--- config.mk ---
export PLATFORM = sky130hd
export DESIGN_NAME = led_pattern_shifter
export DESIGN_NICKNAME = d
export VERILOG_FILES = /design/src/rtl/led_pattern_shifter.sv
export SDC_FILE = /design/constraint.sdc
export NUM_CORES = 1
export LEC_CHECK = 0
export BUFFER_PORTS_ARGS = -buffer_cell sky130_fd_sc_hd__buf_4
export CAP_MARGIN = 20
export CORE_MARGIN = 2
export CORE_UTILIZATION = 59
export CTS_CLUSTER_SIZE = 25
export DETAILED_ROUTE_END_ITERATION = 8
export PLACE_DENSITY_LB_ADDON = 0.1
export SLEW_MARGIN = 20
export SYNTH_ARGS = -nofsm -noshare
export SYNTH_HDL_FRONTEND = slang
export SYNTH_SLANG_ARGS = --single-unit
--- constraint.sdc ---
create_clock -name clk -period 4.6 [get_ports clk]
set_input_delay 0.92 -clock clk [delete_from_list [all_inputs] [get_ports clk]]
set_output_delay 0.92 -clock clk [all_outputs]
set_load 0.01 [all_outputs]
--- src/rtl/led_pattern_shifter.sv ---
`default_nettype none
// ============================================================================
// Module   : led_pattern_shifter
// Brief    : Parametrised LED pattern generator with an integrated step-rate
//            prescaler. Pattern modes are Johnson, ring, bounce and hold, with
//            enable, parallel load and a registered step strobe.
// Options  : define LED_PATTERN_STEP_CNT_EN to add the step_cnt output
//            (steps modulo 2*WIDTH).
// Revision : 1.0 - initial release
// ============================================================================
module led_pattern_shifter #(
  parameter  int WIDTH  = 8,
  parameter  int DIV    = 50000000,
  localparam int CNT_W  = (DIV > 1) ? $clog2(DIV) : 1,
  localparam int STEP_W = $clog2(2 * WIDTH)
) (
  input  logic             clk,
  input  logic             rst_n,
  input  logic             en,
  input  logic             lr,
  input  logic [1:0]       mode,
  input  logic             load,
  input  logic [WIDTH-1:0] load_val,
  output logic [WIDTH-1:0] q,
  output logic             tick
`ifdef LED_PATTERN_STEP_CNT_EN
  ,
  output logic [STEP_W-1:0] step_cnt
`endif
);

  localparam logic [CNT_W-1:0] DIV_LAST   = CNT_W'(DIV - 1);
  localparam logic [1:0]       MODE_JOHN  = 2'b00;
  localparam logic [1:0]       MODE_RING  = 2'b01;
  localparam logic [1:0]       MODE_BOUNCE = 2'b10;
  localparam logic [WIDTH-1:0] SEED       = WIDTH'(1);

  logic [CNT_W-1:0] div_cnt;
  logic             dir;        // bounce direction: 0 = toward MSB, 1 = toward bit 0
  logic             step;
  logic [WIDTH-1:0] q_next;
  logic             dir_next;

  // A step happens on the edge where an enabled prescaler wraps.
  assign step = en && (div_cnt == DIV_LAST);

  // Next pattern value for the current mode, evaluated from the present q.
  always_comb begin
    q_next   = q;
    dir_next = dir;
    case (mode)
      MODE_JOHN: begin
        if (lr) q_next = {~q[0], q[WIDTH-1:1]};
        else    q_next = {q[WIDTH-2:0], ~q[WIDTH-1]};
      end
      MODE_RING: begin
        // An all-zero ring would never light anything, so reseed it.
        if (q == '0)  q_next = SEED;
        else if (lr)  q_next = {q[0], q[WIDTH-1:1]};
        else          q_next = {q[WIDTH-2:0], q[WIDTH-1]};
      end
      MODE_BOUNCE: begin
        // Anything other than a single lit bit restarts the bounce from bit 0.
        if (!$onehot(q)) begin
          q_next   = SEED;
          dir_next = 1'b0;
        end else if (!dir) begin
          if (q[WIDTH-1]) begin
            dir_next = 1'b1;
            q_next   = q >> 1;
          end else begin
            q_next   = q << 1;
          end
        end else begin
          if (q[0]) begin
            dir_next = 1'b0;
            q_next   = q << 1;
          end else begin
            q_next   = q >> 1;
          end
        end
      end
      default: q_next = q;  // hold
    endcase
  end

  // Prescaler, pattern register, bounce direction and step strobe; load wins over a step.
  always_ff @(posedge clk or negedge rst_n) begin
    if (!rst_n) begin
      div_cnt <= '0;
      q       <= '0;
      dir     <= 1'b0;
      tick    <= 1'b0;
    end else if (load) begin
      div_cnt <= '0;
      q       <= load_val;
      dir     <= 1'b0;
      tick    <= 1'b0;
    end else begin
      tick <= step;
      if (en) begin
        if (div_cnt == DIV_LAST) div_cnt <= '0;
        else                     div_cnt <= div_cnt + 1'b1;
      end
      if (step) begin
        q   <= q_next;
        dir <= dir_next;
      end
    end
  end

`ifdef LED_PATTERN_STEP_CNT_EN
  localparam logic [STEP_W-1:0] STEP_LAST = STEP_W'(2 * WIDTH - 1);

  // Step counter modulo 2*WIDTH, cleared by load.
  always_ff @(posedge clk or negedge rst_n) begin
    if (!rst_n) begin
      step_cnt <= '0;
    end else if (load) begin
      step_cnt <= '0;
    end else if (step) begin
      if (step_cnt == STEP_LAST) step_cnt <= '0;
      else                       step_cnt <= step_cnt + 1'b1;
    end
  end
`endif

endmodule
`default_nettype wire

==> results.toml <==
[clock_tree]
cts_buffer_depth = 2
cts_max_level = 2
cts_tree = "built"
clkTransAtPathRegs_ns = 0.08
clockRootBuffer = "clkbuf_8"
post-cts-setup-buffers = 0
clk_latency_ns = 0.29
cts_num_sinks = 36
cts_buffers = 5
post_cts_resized = 0
cts_hold_buffers = 0

[sta]
rsz0062_at_grt = "false"
clock_skew_ns = 0.00630
hold_ws_ns = 0.559
post-route-period-util = 0.897
max_freq_mhz = 242
fin_tns_setup_ns = 0
final_max_slew_viol_count = 0
relSlewSlack = 0.576
hold_viol = 0
finalSetupViolCount = 0
worst_slew_pin_slew_ns = 0.626
finalCriticalPeriod_ns = 4.13

[layout]
fillers = 334
finalCoreUtilization = 0.698
drive_gt1_frac = 0.117
finalNetCount = 342
final_cell_mix = "dfrtp_1, nor2_1, nand2_1"
layout_commonest_cell = "dfrtp_1"
n_antenna_cell = 0
final_area_um2 = 2830
area_growth_syn_to_layout_pct = 11.6

[detailed_routing]
via_count = 2250
firstDrtPassIters = 4
route.detailed.drc = 0
drt-initial-drc-count = 254
ant_nets = 0
post_drt_wl_per_cell_um = 16.4
vias_per_cell = 6.16
wl_um = 5980

[global_routing]
gr-usage-all-layers = 0.261
antenna_found_initial = 0
grt_max_degree = 37
grt.overflow.total = 0
grt_pass1_wl_um = 10200
first_global_vias = 2177

[worst_hold_path]
hp-class = "reg2reg"
whs_path_depth = 2

[synthesis]
synth_edf_count = 0
synth.area.top_cells = "dfrtp_1, nand2_1, nor2_1"
ys_ff_latch = 36
ys.flop_type = "dfrtp_1"
synth_top_area_frac = 0.355
syn_avg_cell_area_um2 = 8.51
yosysWarnings = 0
syn-cell-area_um2 = 2530
synthArstFlopShare = 1.00
syn-num-nets = 326
seq_area_frac_synth = 0.355
syn-instance-count = 298
ys_types = 59
synth_largest_area_cell = "dfrtp_1"

[power]
leakage_uw = 0.00123
ir_drop_mv = 0.183
power_density_nw_per_um2 = 294

[placement]
routabilityCongestion = 0.974
placed_area_um2 = 2700
dpl.hpwl_um = 4320
port_buffers = 23

[die]
die_y_um = 69.5
initial_core_util = 0.625
die_area_um2 = 4840
die_w_um = 69.5
fp.coreArea_um2 = 4060
placementRows = 23
io_pins = 24

[critical_path]
r2r_cells = 14
start_kind = "register"
crit_arrival_ns = 4.35
worst-setup-path-type = "reg2reg"
cp.required_ns = 4.82
cp_max_fo = 6
crit_path_end_kind = "register"

[outcome]
status = "complete, no violations"

[job]
maxCapViolations = 0
## critical path, cell delays in order, from the launching register on
cell and delay, ns:
dfrtp_1 0.43, inv_1 0.15, fa_1 0.58, fa_1 0.45
fa_1 0.45, inv_1 0.07, ha_1 0.18, inv_1 0.07
fa_1 0.47, nand2_1 0.07, a311o_1 0.36, o32ai_1 0.30
nand2_1 0.09, a311oi_1 0.27, a21o_1 0.12
## logic make-up after synthesis
kind of cell | after synthesis | share of synthesized area
mux | 3 | 0.0118
flops | 36 | 0.355
fa+ha+maj | 13 | 0.0760
simple gates | 136 | 0.286
xor+xnor | 16 | 0.0553
compound gates | 63 | 0.164
buf+inv | 31 | 0.0513
## power breakdown
part	internal [uW]	switching, uW
Sequential	325	17.3
Clock	191	113
Combinational	77.5	110
Total	593	240
## metrics by stage
stage / worst slack [ns] / power, uW / instances
after floorplan: 0.743 / 468 / 298
after global placement: 0.687 / 523 / 357
after detailed placement: 0.524 / 532 / 357
after CTS: 0.488 / 839 / 365
after global routing: 0.217 / 875 / 365
final: 0.475 / 833 / 365
## synth_stat cells (3+ instances only)
| library cell | instances |
|---|---|
| dfrtp_1 | 36 |
| and3_1 | 4 |
| nor4b_1 | 3 |
| nand4_1 | 7 |
| ha_1 | 9 |
| a21o_1 | 4 |
| mux2i_1 | 3 |
| o21ai_0 | 16 |
| and2_1 | 4 |
| nand3_1 | 13 |
| xor2_1 | 9 |
| or3_1 | 7 |
| o21ai_1 | 3 |
| a22oi_1 | 3 |
| inv_1 | 17 |
| nor3_1 | 11 |
| xnor2_1 | 7 |
| nand2b_1 | 5 |
| fa_1 | 4 |
| buf_4 | 3 |
| a21oi_1 | 11 |
| o31ai_1 | 5 |
| clkbuf_1 | 8 |
| nand2_1 | 32 |
| nor2_1 | 32 |
## metal layers
| metal | GRT usage | routed length, um | vias to the layer above |
|---|---|---|---|
| li1 | - | - | 1090 |
| met1 | 0.341 | 2650 | 1068 |
| met2 | 0.439 | 2860 | 81 |
| met3 | 0.0451 | 388 | 11 |
| met4 | 0.0850 | 80 | 0 |
| met5 | 0 | 0 | - |
## layout make-up
cell class,instances,area (um^2),area share
Inverter,17,63.8,0.0225
Clock inverter,1,30.0,0.0106
Tap cell,50,62.6,0.0221
Timing Repair Buffer,23,173,0.0610
Multi-Input combinational cell,231,1500,0.531
Clock buffer,7,96.3,0.0340
Sequential cell,36,901,0.318
## final timing paths
check / start / to / slack [ns]
max: q[0] / q[3] / 0.47
min: div_cnt[5] / div_cnt[5] / 0.56
max reg2reg: q[0] / q[3] / 0.47
min reg2reg: div_cnt[5] / div_cnt[5] / 0.56
max in group asynchronous: rst_n / q[2] / 3.69
min in group asynchronous: rst_n / div_cnt[4] / 0.59
## state kept, by name, summed over array words and instances, names as in the netlist
register  flops
tick          1
dir           1
q             8
div_cnt      26
Note: power is estimated with default switching activity, not from simulation.
